## config.mk

```make
export PLATFORM = sky130hd
export DESIGN_NAME = i2c_master_arbiter_flat
export DESIGN_NICKNAME = d
export VERILOG_FILES = /design/src/rtl/i2c_master_arbiter_pkg.sv /design/src/rtl/i2c_master_arbiter_if.sv /design/src/rtl/i2c_master_arbiter_rr_pick.sv /design/src/rtl/i2c_master_arbiter.sv /design/src/flat_wrapper.sv
export SDC_FILE = /design/constraint.sdc
export NUM_CORES = 1
export LEC_CHECK = 0
export CORE_MARGIN = 3
export CORE_UTILIZATION = 25
export CTS_BUF_LIST = sky130_fd_sc_hd__clkbuf_2 sky130_fd_sc_hd__clkbuf_4 sky130_fd_sc_hd__clkbuf_8
export DETAILED_ROUTE_END_ITERATION = 10
export HOLD_SLACK_MARGIN = 0.02
export PLACE_DENSITY_LB_ADDON = 0.2
export SLEW_MARGIN = 20
export SYNTH_ARGS = -nofsm -noshare
export SYNTH_HDL_FRONTEND = slang
export SYNTH_SLANG_ARGS = --single-unit
```

## constraint.sdc

```tcl
create_clock -name clk -period 3 [get_ports clk]
set_input_delay 0.45 -clock clk [delete_from_list [all_inputs] [get_ports clk]]
set_output_delay 0.45 -clock clk [all_outputs]
set_load 0.05 [all_outputs]
```

## src/rtl/i2c_master_arbiter_pkg.sv

```systemverilog
// Shared encodings for the I2C master and its request arbiter, so both sides
// agree on state codes and completion status.
package i2c_master_arbiter_pkg;

    localparam int unsigned NUM_REQ_DEF  = 4;
    localparam int unsigned ADDR_LEN_DEF = 7;
    localparam int unsigned DATA_LEN_DEF = 8;
    localparam int unsigned TIMEOUT_DEF  = 1023;

    typedef enum logic [2:0] {
        M_IDLE     = 3'd0,
        M_START    = 3'd1,
        M_ADDR     = 3'd2,
        M_ADDR_ACK = 3'd3,
        M_DATA     = 3'd4,
        M_DATA_ACK = 3'd5,
        M_STOP     = 3'd6
    } m_state_e;

    typedef enum logic [1:0] {
        ARB_IDLE  = 2'b00,
        ARB_ISSUE = 2'b01,
        ARB_WAIT  = 2'b10,
        ARB_RESP  = 2'b11
    } arb_state_e;

    typedef enum logic [1:0] {
        ERR_OK      = 2'b00,
        ERR_NACK    = 2'b01,
        ERR_TIMEOUT = 2'b10
    } err_e;

    function automatic int unsigned idx_width(input int unsigned n);
        return (n > 1) ? $clog2(n) : 1;
    endfunction

endpackage

```

## src/rtl/i2c_master_arbiter_if.sv

```systemverilog
// Request-side and master-command-side signals of the arbiter in one bundle.
interface i2c_master_arbiter_if
    import i2c_master_arbiter_pkg::*;
#(
    parameter int unsigned NUM_REQ  = NUM_REQ_DEF,
    parameter int unsigned ADDR_LEN = ADDR_LEN_DEF,
    parameter int unsigned DATA_LEN = DATA_LEN_DEF
);
    logic [NUM_REQ-1:0]          req;
    logic [NUM_REQ*ADDR_LEN-1:0] req_addr;
    logic [NUM_REQ-1:0]          req_rw;
    logic [NUM_REQ*DATA_LEN-1:0] req_wdata;
    logic [NUM_REQ-1:0]          gnt;
    logic [NUM_REQ-1:0]          done;
    logic [DATA_LEN-1:0]         rdata;
    logic [1:0]                  err;
    logic                        m_start;
    logic [ADDR_LEN-1:0]         m_addr;
    logic                        m_rw;
    logic [DATA_LEN-1:0]         m_wdata;
    logic                        m_abort;
    logic                        m_busy;
    logic                        m_done;
    logic [DATA_LEN-1:0]         m_rdata;
    logic                        m_nack;

    // Arbiter view
    modport slave (
        input  req, req_addr, req_rw, req_wdata, m_busy, m_done, m_rdata, m_nack,
        output gnt, done, rdata, err, m_start, m_addr, m_rw, m_wdata, m_abort
    );

    // Environment view: requesters plus the I2C master
    modport master (
        output req, req_addr, req_rw, req_wdata, m_busy, m_done, m_rdata, m_nack,
        input  gnt, done, rdata, err, m_start, m_addr, m_rw, m_wdata, m_abort
    );
endinterface

```

## src/rtl/i2c_master_arbiter_rr_pick.sv

```systemverilog
// Round-robin winner select: first set request strictly after ptr, wrapping.
module rr_pick
    import i2c_master_arbiter_pkg::*;
#(
    parameter int unsigned NUM_REQ = NUM_REQ_DEF,
    localparam int unsigned IDX_W  = idx_width(NUM_REQ)
) (
    input  logic [NUM_REQ-1:0] req_i,
    input  logic [IDX_W-1:0]   ptr_i,
    output logic [NUM_REQ-1:0] win_oh_c_o,
    output logic [IDX_W-1:0]   win_idx_c_o
);
    logic             found;
    logic [IDX_W-1:0] cand;

    always_comb begin
        found       = 1'b0;
        cand        = '0;
        win_oh_c_o  = '0;
        win_idx_c_o = '0;
        for (int unsigned k = 1; k <= NUM_REQ; k++) begin
            cand = IDX_W'((32'(ptr_i) + k) % NUM_REQ);
            if (!found && req_i[cand]) begin
                found            = 1'b1;
                win_oh_c_o[cand] = 1'b1;
                win_idx_c_o      = cand;
            end
        end
    end
endmodule

```

## src/rtl/i2c_master_arbiter.sv

```systemverilog
// Shares one I2C master among NUM_REQ requesters: round-robin grant, command
// latch, start/busy handshake and completion supervision with timeout abort.
module i2c_master_arbiter
    import i2c_master_arbiter_pkg::*;
#(
    parameter int unsigned NUM_REQ  = NUM_REQ_DEF,
    parameter int unsigned ADDR_LEN = ADDR_LEN_DEF,
    parameter int unsigned DATA_LEN = DATA_LEN_DEF,
    parameter int unsigned TIMEOUT  = TIMEOUT_DEF
) (
    input logic            clk,
    input logic            rst_n,
    i2c_master_arbiter_if.slave bus
);
    localparam int unsigned IDX_W = idx_width(NUM_REQ);
    localparam int unsigned CNT_W = $clog2(TIMEOUT + 1);

    arb_state_e          state_q;
    logic [IDX_W-1:0]    ptr_q;
    logic [IDX_W-1:0]    win_q;
    logic [NUM_REQ-1:0]  gnt_q;
    logic [NUM_REQ-1:0]  done_q;
    logic [DATA_LEN-1:0] rdata_q;
    err_e                err_q;
    logic                m_start_q;
    logic                m_abort_q;
    logic [ADDR_LEN-1:0] m_addr_q;
    logic                m_rw_q;
    logic [DATA_LEN-1:0] m_wdata_q;
    logic [CNT_W-1:0]    cnt_q;

    logic [NUM_REQ-1:0]  pick_oh;
    logic [IDX_W-1:0]    pick_idx;
    logic                cnt_last;

    rr_pick #(.NUM_REQ(NUM_REQ)) u_rr_pick (
        .req_i       (bus.req),
        .ptr_i       (ptr_q),
        .win_oh_c_o  (pick_oh),
        .win_idx_c_o (pick_idx)
    );

    // Counter is about to reach TIMEOUT on this edge
    assign cnt_last = (cnt_q == CNT_W'(TIMEOUT - 1));

    always_ff @(posedge clk or negedge rst_n) begin
        if (!rst_n) begin
            state_q   <= ARB_IDLE;
            ptr_q     <= IDX_W'(NUM_REQ - 1);
            win_q     <= '0;
            gnt_q     <= '0;
            done_q    <= '0;
            rdata_q   <= '0;
            err_q     <= ERR_OK;
            m_start_q <= 1'b0;
            m_abort_q <= 1'b0;
            m_addr_q  <= '0;
            m_rw_q    <= 1'b0;
            m_wdata_q <= '0;
            cnt_q     <= '0;
        end else begin
            done_q    <= '0;
            m_abort_q <= 1'b0;
            case (state_q)
                ARB_IDLE: begin
                    cnt_q <= '0;
                    if (|bus.req) begin
                        win_q     <= pick_idx;
                        gnt_q     <= pick_oh;
                        m_addr_q  <= bus.req_addr[32'(pick_idx) * ADDR_LEN +: ADDR_LEN];
                        m_rw_q    <= bus.req_rw[pick_idx];
                        m_wdata_q <= bus.req_wdata[32'(pick_idx) * DATA_LEN +: DATA_LEN];
                        m_start_q <= 1'b1;
                        state_q   <= ARB_ISSUE;
                    end
                end
                ARB_ISSUE: begin
                    // m_done here is ignored; only busy or timeout moves on
                    if (bus.m_busy) begin
                        m_start_q <= 1'b0;
                        cnt_q     <= '0;
                        state_q   <= ARB_WAIT;
                    end else if (cnt_last) begin
                        m_start_q     <= 1'b0;
                        m_abort_q     <= 1'b1;
                        err_q         <= ERR_TIMEOUT;
                        rdata_q       <= '0;
                        done_q[win_q] <= 1'b1;
                        cnt_q         <= cnt_q + CNT_W'(1);
                        state_q       <= ARB_RESP;
                    end else begin
                        cnt_q <= cnt_q + CNT_W'(1);
                    end
                end
                ARB_WAIT: begin
                    // Completion takes priority over a coincident timeout
                    if (bus.m_done) begin
                        rdata_q       <= bus.m_rdata;
                        err_q         <= bus.m_nack ? ERR_NACK : ERR_OK;
                        done_q[win_q] <= 1'b1;
                        state_q       <= ARB_RESP;
                    end else if (cnt_last) begin
                        m_abort_q     <= 1'b1;
                        err_q         <= ERR_TIMEOUT;
                        rdata_q       <= '0;
                        done_q[win_q] <= 1'b1;
                        cnt_q         <= cnt_q + CNT_W'(1);
                        state_q       <= ARB_RESP;
                    end else begin
                        cnt_q <= cnt_q + CNT_W'(1);
                    end
                end
                ARB_RESP: begin
                    ptr_q   <= win_q;
                    gnt_q   <= '0;
                    state_q <= ARB_IDLE;
                end
                default: state_q <= ARB_IDLE;
            endcase
        end
    end

    assign bus.gnt     = gnt_q;
    assign bus.done    = done_q;
    assign bus.rdata   = rdata_q;
    assign bus.err     = err_q;
    assign bus.m_start = m_start_q;
    assign bus.m_abort = m_abort_q;
    assign bus.m_addr  = m_addr_q;
    assign bus.m_rw    = m_rw_q;
    assign bus.m_wdata = m_wdata_q;
endmodule

```

## src/flat_wrapper.sv

```systemverilog
// flat-port wrapper written by rule: the top's interface ports become plain ports
module i2c_master_arbiter_flat import i2c_master_arbiter_pkg::*;
#(
    parameter int unsigned NUM_REQ  = NUM_REQ_DEF,
    parameter int unsigned ADDR_LEN = ADDR_LEN_DEF,
    parameter int unsigned DATA_LEN = DATA_LEN_DEF,
    parameter int unsigned TIMEOUT  = TIMEOUT_DEF
)
  (clk, rst_n, bus_req, bus_req_addr, bus_req_rw, bus_req_wdata, bus_m_busy, bus_m_done, bus_m_rdata, bus_m_nack, bus_gnt, bus_done, bus_rdata, bus_err, bus_m_start, bus_m_addr, bus_m_rw, bus_m_wdata, bus_m_abort);
  i2c_master_arbiter_if #(.NUM_REQ(NUM_REQ), .ADDR_LEN(ADDR_LEN), .DATA_LEN(DATA_LEN)) bus_i ();
  input logic clk;
  input logic rst_n;
  input wire logic [$bits(bus_i.req)-1:0] bus_req;
  input wire logic [$bits(bus_i.req_addr)-1:0] bus_req_addr;
  input wire logic [$bits(bus_i.req_rw)-1:0] bus_req_rw;
  input wire logic [$bits(bus_i.req_wdata)-1:0] bus_req_wdata;
  input wire logic [$bits(bus_i.m_busy)-1:0] bus_m_busy;
  input wire logic [$bits(bus_i.m_done)-1:0] bus_m_done;
  input wire logic [$bits(bus_i.m_rdata)-1:0] bus_m_rdata;
  input wire logic [$bits(bus_i.m_nack)-1:0] bus_m_nack;
  output wire logic [$bits(bus_i.gnt)-1:0] bus_gnt;
  output wire logic [$bits(bus_i.done)-1:0] bus_done;
  output wire logic [$bits(bus_i.rdata)-1:0] bus_rdata;
  output wire logic [$bits(bus_i.err)-1:0] bus_err;
  output wire logic [$bits(bus_i.m_start)-1:0] bus_m_start;
  output wire logic [$bits(bus_i.m_addr)-1:0] bus_m_addr;
  output wire logic [$bits(bus_i.m_rw)-1:0] bus_m_rw;
  output wire logic [$bits(bus_i.m_wdata)-1:0] bus_m_wdata;
  output wire logic [$bits(bus_i.m_abort)-1:0] bus_m_abort;
  assign bus_i.req = bus_req;
  assign bus_i.req_addr = bus_req_addr;
  assign bus_i.req_rw = bus_req_rw;
  assign bus_i.req_wdata = bus_req_wdata;
  assign bus_i.m_busy = bus_m_busy;
  assign bus_i.m_done = bus_m_done;
  assign bus_i.m_rdata = bus_m_rdata;
  assign bus_i.m_nack = bus_m_nack;
  assign bus_gnt = bus_i.gnt;
  assign bus_done = bus_i.done;
  assign bus_rdata = bus_i.rdata;
  assign bus_err = bus_i.err;
  assign bus_m_start = bus_i.m_start;
  assign bus_m_addr = bus_i.m_addr;
  assign bus_m_rw = bus_i.m_rw;
  assign bus_m_wdata = bus_i.m_wdata;
  assign bus_m_abort = bus_i.m_abort;
  i2c_master_arbiter #(.NUM_REQ(NUM_REQ), .ADDR_LEN(ADDR_LEN), .DATA_LEN(DATA_LEN), .TIMEOUT(TIMEOUT)) u_core (.clk(clk), .rst_n(rst_n), .bus(bus_i));
endmodule
```

# Yosys cells after proc, flatten, opt, wreduce, memory -nomap -nowiden
# Cells that the tools add are included.
dict set report op_classes {
  n_addsub 5
  multipliers 1
  div_mod_pow 0
  magnitude_cmp 11
  eq_ne 8
  shift 2
  mux 62
  bitwise 3
  n_reduce_logical 22
}
# operator n
set op_table {}
lappend op_table {{$mux W4} 8}
lappend op_table {{$shiftx A32 B6 Y8} 1}
lappend op_table {{$pmux W10 S3} 1}
lappend op_table {{$shiftx A28 B6 Y7} 1}
lappend op_table {{$mux W8} 3}
lappend op_table {{$mux W2} 11}
lappend op_table {{$mux W1} 20}
lappend op_table {{$mux W10} 2}
lappend op_table {{$lt A2 B3 Y1 const B} 6}
lappend op_table {{$pmux W4 S2} 2}
lappend op_table {{$pmux W8 S2} 1}
lappend op_table {{$or A4 B4 Y4} 3}
lappend op_table {{$add A10 B1 Y10 const B} 1}
lappend op_table {{$bmux W1 S2} 5}
lappend op_table {{$demux W1 S2} 5}
lappend op_table {{$eq A10 B10 Y1 const B} 1}
lappend op_table {{$ge A2 B1 Y1 const B} 5}
lappend op_table {{$logic_and A1 B1 Y1} 8}
lappend op_table {{$pmux W2 S4} 1}
lappend op_table {{$reduce_and A2 Y1} 4}
lappend op_table {{$reduce_bool A2 Y1} 3}
lappend op_table {{$mul A2 B3 Y5 const B} 1}
lappend op_table {{$add A2 B1 Y2 const B} 2}
lappend op_table {{$add A2 B2 Y2 const B} 2}
lappend op_table {{other kinds (12)} 17}
dict set report totals {
  regBits 52
  latchBits 0
  mem_bits_rw 0
  mem_bits_ro 0
  input_bits 81
  output_inout_bits 36
  wordCells 127
  n_memories 0
}

# Longest topological paths before layout
# Gate-level depths: netlist of run 1.
dict set report logic_depth {
  ltp_word 15
  depth_mapped 13
  depth_no_buf 8
}

# Cells and area by module
# A second synthesis of run 1 with hierarchy kept.
dict set report unflattened {
  cells_unflattened 284
  area_unflattened_um2 3301.9
}
# module instances cells_per_inst area_per_inst_um2 seq_area_each_um2
set by_module_without_submodules {}
lappend by_module_without_submodules {i2c_master_arbiter 1 216 2756.4 1303.8}
lappend by_module_without_submodules {rr_pick 1 68 545.5 0.0}

# Worst setup path before layout of run 1
# No wires, ideal clock.
dict set report synth_path {
  path_type {reg2reg}
  startpoint {register u_core.ptr_q[0]}
  endpoint {register u_core.m_addr_q[5] (netlist: u_core.bus.m_addr[5])}
  setup_time_ns 0.128
  arrival_time_ns 2.965
  required_time_ns 2.872
  path_slack_ns -0.093
  stages_incl_launch_ff 13
  n_path_buf 4
  period_less_slack_ns 3.093
  path_cell_list {dfstp_2 buf_6 buf_2 inv_1 ha_1 mux4_2 o21ba_2 or3_1 buf_2 o21ai_4 buf_6 mux2i_1 o211ai_2}
}
dict set report synth_via {
  elab_chain_len 15
  elab_cells_between_ends 27
  cone_classes {add/sub: 4; mul: 1; shift: 1; mux: 15; reduce/logical: 6}
}
# item line_no
set synth_rtl {}
lappend synth_rtl {{from (decl)} i2c_master_arbiter.sv:19} ;# logic [IDX_W-1:0] ptr_q;
lappend synth_rtl {{from (signal assigned)} i2c_master_arbiter.sv:49} ;# ptr_q <= IDX_W'(NUM_REQ - 1);
lappend synth_rtl {{from (signal assigned)} i2c_master_arbiter.sv:114} ;# ptr_q <= win_q;
lappend synth_rtl {{$add A2 B1 Y2} i2c_master_arbiter_rr_pick.sv:22} ;# cand = IDX_W'((32'(ptr_i) + k) % NUM_REQ);
lappend synth_rtl {{$bmux W1 S2} i2c_master_arbiter_rr_pick.sv:23} ;# if (!found && req_i[cand]) begin
lappend synth_rtl {{$mux W1 (not written as such)} i2c_master_arbiter_rr_pick.sv:23}
lappend synth_rtl {{$mux W1} i2c_master_arbiter_rr_pick.sv:23}
lappend synth_rtl {{$logic_not A1 Y1} i2c_master_arbiter_rr_pick.sv:23}
lappend synth_rtl {{$logic_and A1 B1 Y1} i2c_master_arbiter_rr_pick.sv:23}
lappend synth_rtl {{$mux W1} i2c_master_arbiter_rr_pick.sv:23}
lappend synth_rtl {{$logic_not A1 Y1} i2c_master_arbiter_rr_pick.sv:23}
lappend synth_rtl {{$logic_and A1 B1 Y1} i2c_master_arbiter_rr_pick.sv:23}
lappend synth_rtl {{$mux W1} i2c_master_arbiter_rr_pick.sv:23}
lappend synth_rtl {{$logic_not A1 Y1} i2c_master_arbiter_rr_pick.sv:23}
lappend synth_rtl {{$logic_and A1 B1 Y1} i2c_master_arbiter_rr_pick.sv:23}
lappend synth_rtl {{$mux W2 *} i2c_master_arbiter_rr_pick.sv:23}
lappend synth_rtl {{$mul A2 B3 Y5 *} i2c_master_arbiter.sv:70} ;# m_addr_q <= bus.req_addr[32'(pick_idx) * ADDR_LEN +: ADDR_LEN];
lappend synth_rtl {{$shiftx A28 B6 Y7 *} i2c_master_arbiter.sv:70}
lappend synth_rtl {{to (signal assigned)} i2c_master_arbiter.sv:70}
lappend synth_rtl {{to (decl)} i2c_master_arbiter.sv:27} ;# logic [ADDR_LEN-1:0] m_addr_q;
# Every way passes the cells marked *; elsewhere a longest branch is shown, timed or not. The select of a mux whose other input is x is not followed.
# A chain may end at the register's enable or synchronous reset.

# Worst setup path in the final report of run 1
dict set report layout_path {
  startpoint {register u_core.ptr_q[1]}
  endpoint {register u_core.m_rw_q (netlist: u_core.bus.m_rw)}
}
dict set report layout_via {
  elab_chain_len 15
  elab_cells_between_ends 27
  cone_classes {add/sub: 4; mux: 17; reduce/logical: 6}
}
# item line_no
set layout_rtl {}
lappend layout_rtl {{$add A2 B1 Y2} i2c_master_arbiter_rr_pick.sv:22}
lappend layout_rtl {{$bmux W1 S2} i2c_master_arbiter_rr_pick.sv:23}
lappend layout_rtl {{$mux W1 (not written as such)} i2c_master_arbiter_rr_pick.sv:23}
lappend layout_rtl {{$mux W1} i2c_master_arbiter_rr_pick.sv:23}
lappend layout_rtl {{$logic_not A1 Y1} i2c_master_arbiter_rr_pick.sv:23}
lappend layout_rtl {{$logic_and A1 B1 Y1} i2c_master_arbiter_rr_pick.sv:23}
lappend layout_rtl {{$mux W1} i2c_master_arbiter_rr_pick.sv:23}
lappend layout_rtl {{$logic_not A1 Y1} i2c_master_arbiter_rr_pick.sv:23}
lappend layout_rtl {{$logic_and A1 B1 Y1} i2c_master_arbiter_rr_pick.sv:23}
lappend layout_rtl {{$mux W1} i2c_master_arbiter_rr_pick.sv:23}
lappend layout_rtl {{$logic_not A1 Y1} i2c_master_arbiter_rr_pick.sv:23}
lappend layout_rtl {{$logic_and A1 B1 Y1} i2c_master_arbiter_rr_pick.sv:23}
lappend layout_rtl {{$mux W2 *} i2c_master_arbiter_rr_pick.sv:23}
lappend layout_rtl {{$bmux W1 S2 *} i2c_master_arbiter.sv:71} ;# m_rw_q <= bus.req_rw[pick_idx];
lappend layout_rtl {{$mux W1 (not written as such) *} i2c_master_arbiter.sv:71}
lappend layout_rtl {{to (signal assigned)} i2c_master_arbiter.sv:71}
lappend layout_rtl {{to (decl)} i2c_master_arbiter.sv:28} ;# logic m_rw_q;
# Marks and branches as above.

==> results of run 1 <==
-- where the power goes --
| part | internal (W) | switching [W] | leakage, nW |
|---|---|---|---|
| combinational | 0.00150 | 0.00214 | 1.37 |
| sequential | 0.000949 | 0.000154 | 0.666 |
| clock | 0.000295 | 0.000245 | 0.0645 |
-- final cells by class --
type	count	area [um2]	area share, %
clock buffers	7	96.3	1.89
inverters	9	33.8	0.663
clock inverters	1	30.0	0.589
multi-input cells	285	2040	40.0
repair buffers	140	1380	27.0
flip-flops and latches	52	1300	25.6
well taps	176	220	4.32
-- worst register-to-register path, stage by stage, from the launching register on --
cell	delay (ns)
dfstp_2	0.54
inv_1	0.11
ha_1	0.42
mux4_2	0.36
o21ba_2	0.24
or3_1	0.37
o21ai_4	0.12
buf_12	0.17
mux2i_1	0.28
o211ai_2	0.10
-- stage by stage --
| step | area [um2] | utilization, % | power (W) | worst slack [ns] |
|---|---|---|---|---|
| final | 5100 | 37.8 | 0.00529 | 0.166 |
| after global routing | 5100 | 37.8 | 0.00566 | 0.0266 |
| after CTS | 5050 | 37.4 | 0.00524 | 0.0523 |
| after detailed placement | 4920 | 36.5 | 0.00467 | -0.00143 |
| after global placement | 4920 | 36.4 | 0.00462 | 0.0224 |
| after floorplan | 3520 | - | 0.00362 | 0.0286 |
-- logic make-up (layout without fill, tap and decap cells) --
kind of cell               count (synthesis)  after routing
muxes                                     35             35
and+or+nand+nor                          130            130
xor gates and xnor gates                   3              3
adders and majority gates                 15             15
DFF                                       52             52
buffers and inverters                     34            157
AOI/OAI and AO/OA                        102            102
-- synthesized netlist by cell type, types with 2 or more instances --
library cell / n
xor2_1: 2
nand2_1: 52
dfstp_2: 2
buf_2: 6
mux2i_1: 32
mux4_2: 3
nor3_1: 5
o211ai_1: 8
buf_6: 4
ha_1: 15
buf_1: 4
o21a_1: 2
nor2_1: 22
o211ai_2: 10
a22oi_1: 4
nand3_1: 7
a22o_1: 13
nor2b_1: 5
nand4_1: 18
o21bai_1: 2
o21ai_0: 21
o22a_1: 16
a21oi_1: 11
a221o_1: 4
inv_1: 9
or3_1: 7
clkbuf_1: 9
a31oi_1: 2
nand2b_1: 2
dfrtp_1: 50
or2_2: 3
-- state kept, by name (all words and copies together) (netlist names), 2 cells and up --
name	flops
u_core.cnt_q	10
u_core.bus.m_addr	7
u_core.bus.m_wdata	8
u_core.state_q	2
u_core.bus.done	4
u_core.bus.gnt	4
u_core.win_q	2
u_core.bus.rdata	8
u_core.ptr_q	2
u_core.bus.err	2
-- routing by layer --
| layer | up-vias | GRT usage (%) | routed length, um |
|---|---|---|---|
| li1 | 1620 | - | - |
| met1 | 1593 | 18.2 | 4960 |
| met2 | 121 | 22.9 | 5060 |
| met3 | 9 | 2.87 | 615 |
| met4 | 0 | 3.68 | 142 |
| met5 | - | 0 | 0 |
-- worst max path at each step --
stage,startpoint,end,cells after the start
floorplan,u_core.ptr_q[0],u_core.bus.m_addr[5],12
global placement,bus_req[2],u_core.bus.m_rw,6
detailed placement,bus_req[2],u_core.bus.m_wdata[5],8
CTS,u_core.ptr_q[1],u_core.bus.m_wdata[3],9
global route,u_core.ptr_q[1],u_core.bus.m_rw,9
finish,u_core.ptr_q[1],u_core.bus.m_rw,9
-- what timing repair did --
item,CTS,global route
endpoints found under the setup margin,0,15
resized for setup,0,1
endpoints found under the hold margin,0,0
buffers inserted,0,2
==> impl_metrics.yaml, run 1 <==
outcome:
  status: "finished clean"
setup_path:
  critPathKind: "reg -> reg"
  worstPathCellList: "inv_1 > ha_1 > mux4_2 > o21ba_2 > or3_1 > o21ai_4 > buf_12 > mux2i_1 > o211ai_2"
  cp_top_family: "multiplexers"
  slowest_delay_ns: 0.54
  worst-path-max-fanout: 9
  crit_path_start_kind: "flip-flop"
  reg2reg_depth: 9
  rr_endpoint: "u_core.bus.m_rw"
  end_kind: "flip-flop"
  r2r_slack_ns: 0.17
  cp_data_arrival_time_ns: 3.03
  critPathSlowestCell: "dfstp_2"
  reg2reg_from: "u_core.ptr_q[1]"
  cp_num_buf_inv: 2
  required_ns: 3.20
clock_tree:
  path_clk_slew_ns: 0.10
  clock-sinks: 52
  htree_levels: 2
  numCtsBuffers: 5
  insertion_delay_ns: 0.31
  root_buffer: "clkbuf_8"
  hold_buffers: 0
  cts_buffer_depth: 2
  cts_tree: "built"
grt:
  grt_overflow: 0
  grt_use_total_pct: 13.8
  grt_pass1_vias: 3406
  antenna_found_initial: 0
  grt_max_degree: 46
  grt_first_pass_wirelength_um: 17700
routing:
  wl_um: 10800
  dr.first_iter.drc_count: 151
  vias: 3343
  drc_errors: 0
  vias_per_cell: 4.99
  ant_nets: 0
  drt_pass1_iterations: 4
  wl_per_cell_um: 16.1
layout:
  final_nets: 589
  num_antenna_cells: 0
  final_cell_mix: "clkdlybuf4s50_1 (115), nand2_1 (52), dfrtp_1 (50)"
  final_common_cell: "clkdlybuf4s50_1"
  area_delta_synth_final_pct: 45.0
  fillers: 1328
  drive_gt1_share_pct: 11.5
  stdcell_count: 670
floorplanning:
  die-height_um: 125
  num_rows: 42
  io_pins: 117
  start_util_pct: 26.0
  core_um2: 13500
  die_x_um: 125
  die-area_um2: 15500
power_and_ir_drop:
  power_density_nw_per_um2: 1040
  leakagePower_nw: 2.10
  ir_drop_uv: 368
timing:
  rsz0062_at_grt: "no"
  slew_headroom_pct: 44.4
  fin_skew_ns: 0.00555
  hold_viol_final: 0
  setup_violations: 0
  tightest_slew_ns: 0.835
  slew_viol_final: 0
  max_freq_mhz: 353
  setup-tns-final_ns: 0
  hold_slack_ns: 0.129
  min_period_ns: 2.83
  post-route-period-util_pct: 94.5
yosys:
  avgSynthCellArea_um2: 9.48
  syn-num-nets: 467
  synthMuxAreaShare_pct: 11.0
  ys_seq_area_share_pct: 37.1
  synth_area_um2: 3520
  synth_simple_gate_area_share_pct: 17.9
  synthAdderAreaFrac_pct: 5.34
  yosysUniqueCellTypes: 52
  synth-async-reset-ratio_pct: 100
  synth_top_family_by_area: "compound AO/OA/AOI/OAI gates"
  synth_compound_area_share_pct: 22.7
  postSynthCellCount: 371
  yosysTopAreaCell: "dfrtp_1"
  yosysTopAreaCellShare_pct: 35.6
  synthFlopType: "dfrtp_1"
  synthTopCellsByArea: "dfrtp_1 (36%), mux2i_1 (9.1%), nand2_1 (5.6%), ha_1 (5.3%), o22a_1 (4.0%)"
  synth_edf_count: 0
  synth-seq-cells: 52
  yosys_warnings: 0
  synth-xor-area-share_pct: 0.747
place:
  dp_cells: 660
  finalWeightedCongestion: 0.772
  hpwl_um: 8090
  port_buffers: 116
job:
  max-cap-violations: 0
min_path:
  min_path_type: "in -> async"
Note: power is estimated with default switching activity, not from simulation.
==> run 2, diff against run 1 <==
Settings changed: CTS_CLUSTER_SIZE from default to 25.
==> results of run 2 <==
Final layout, timing and power as in run 1 (identical DEF).
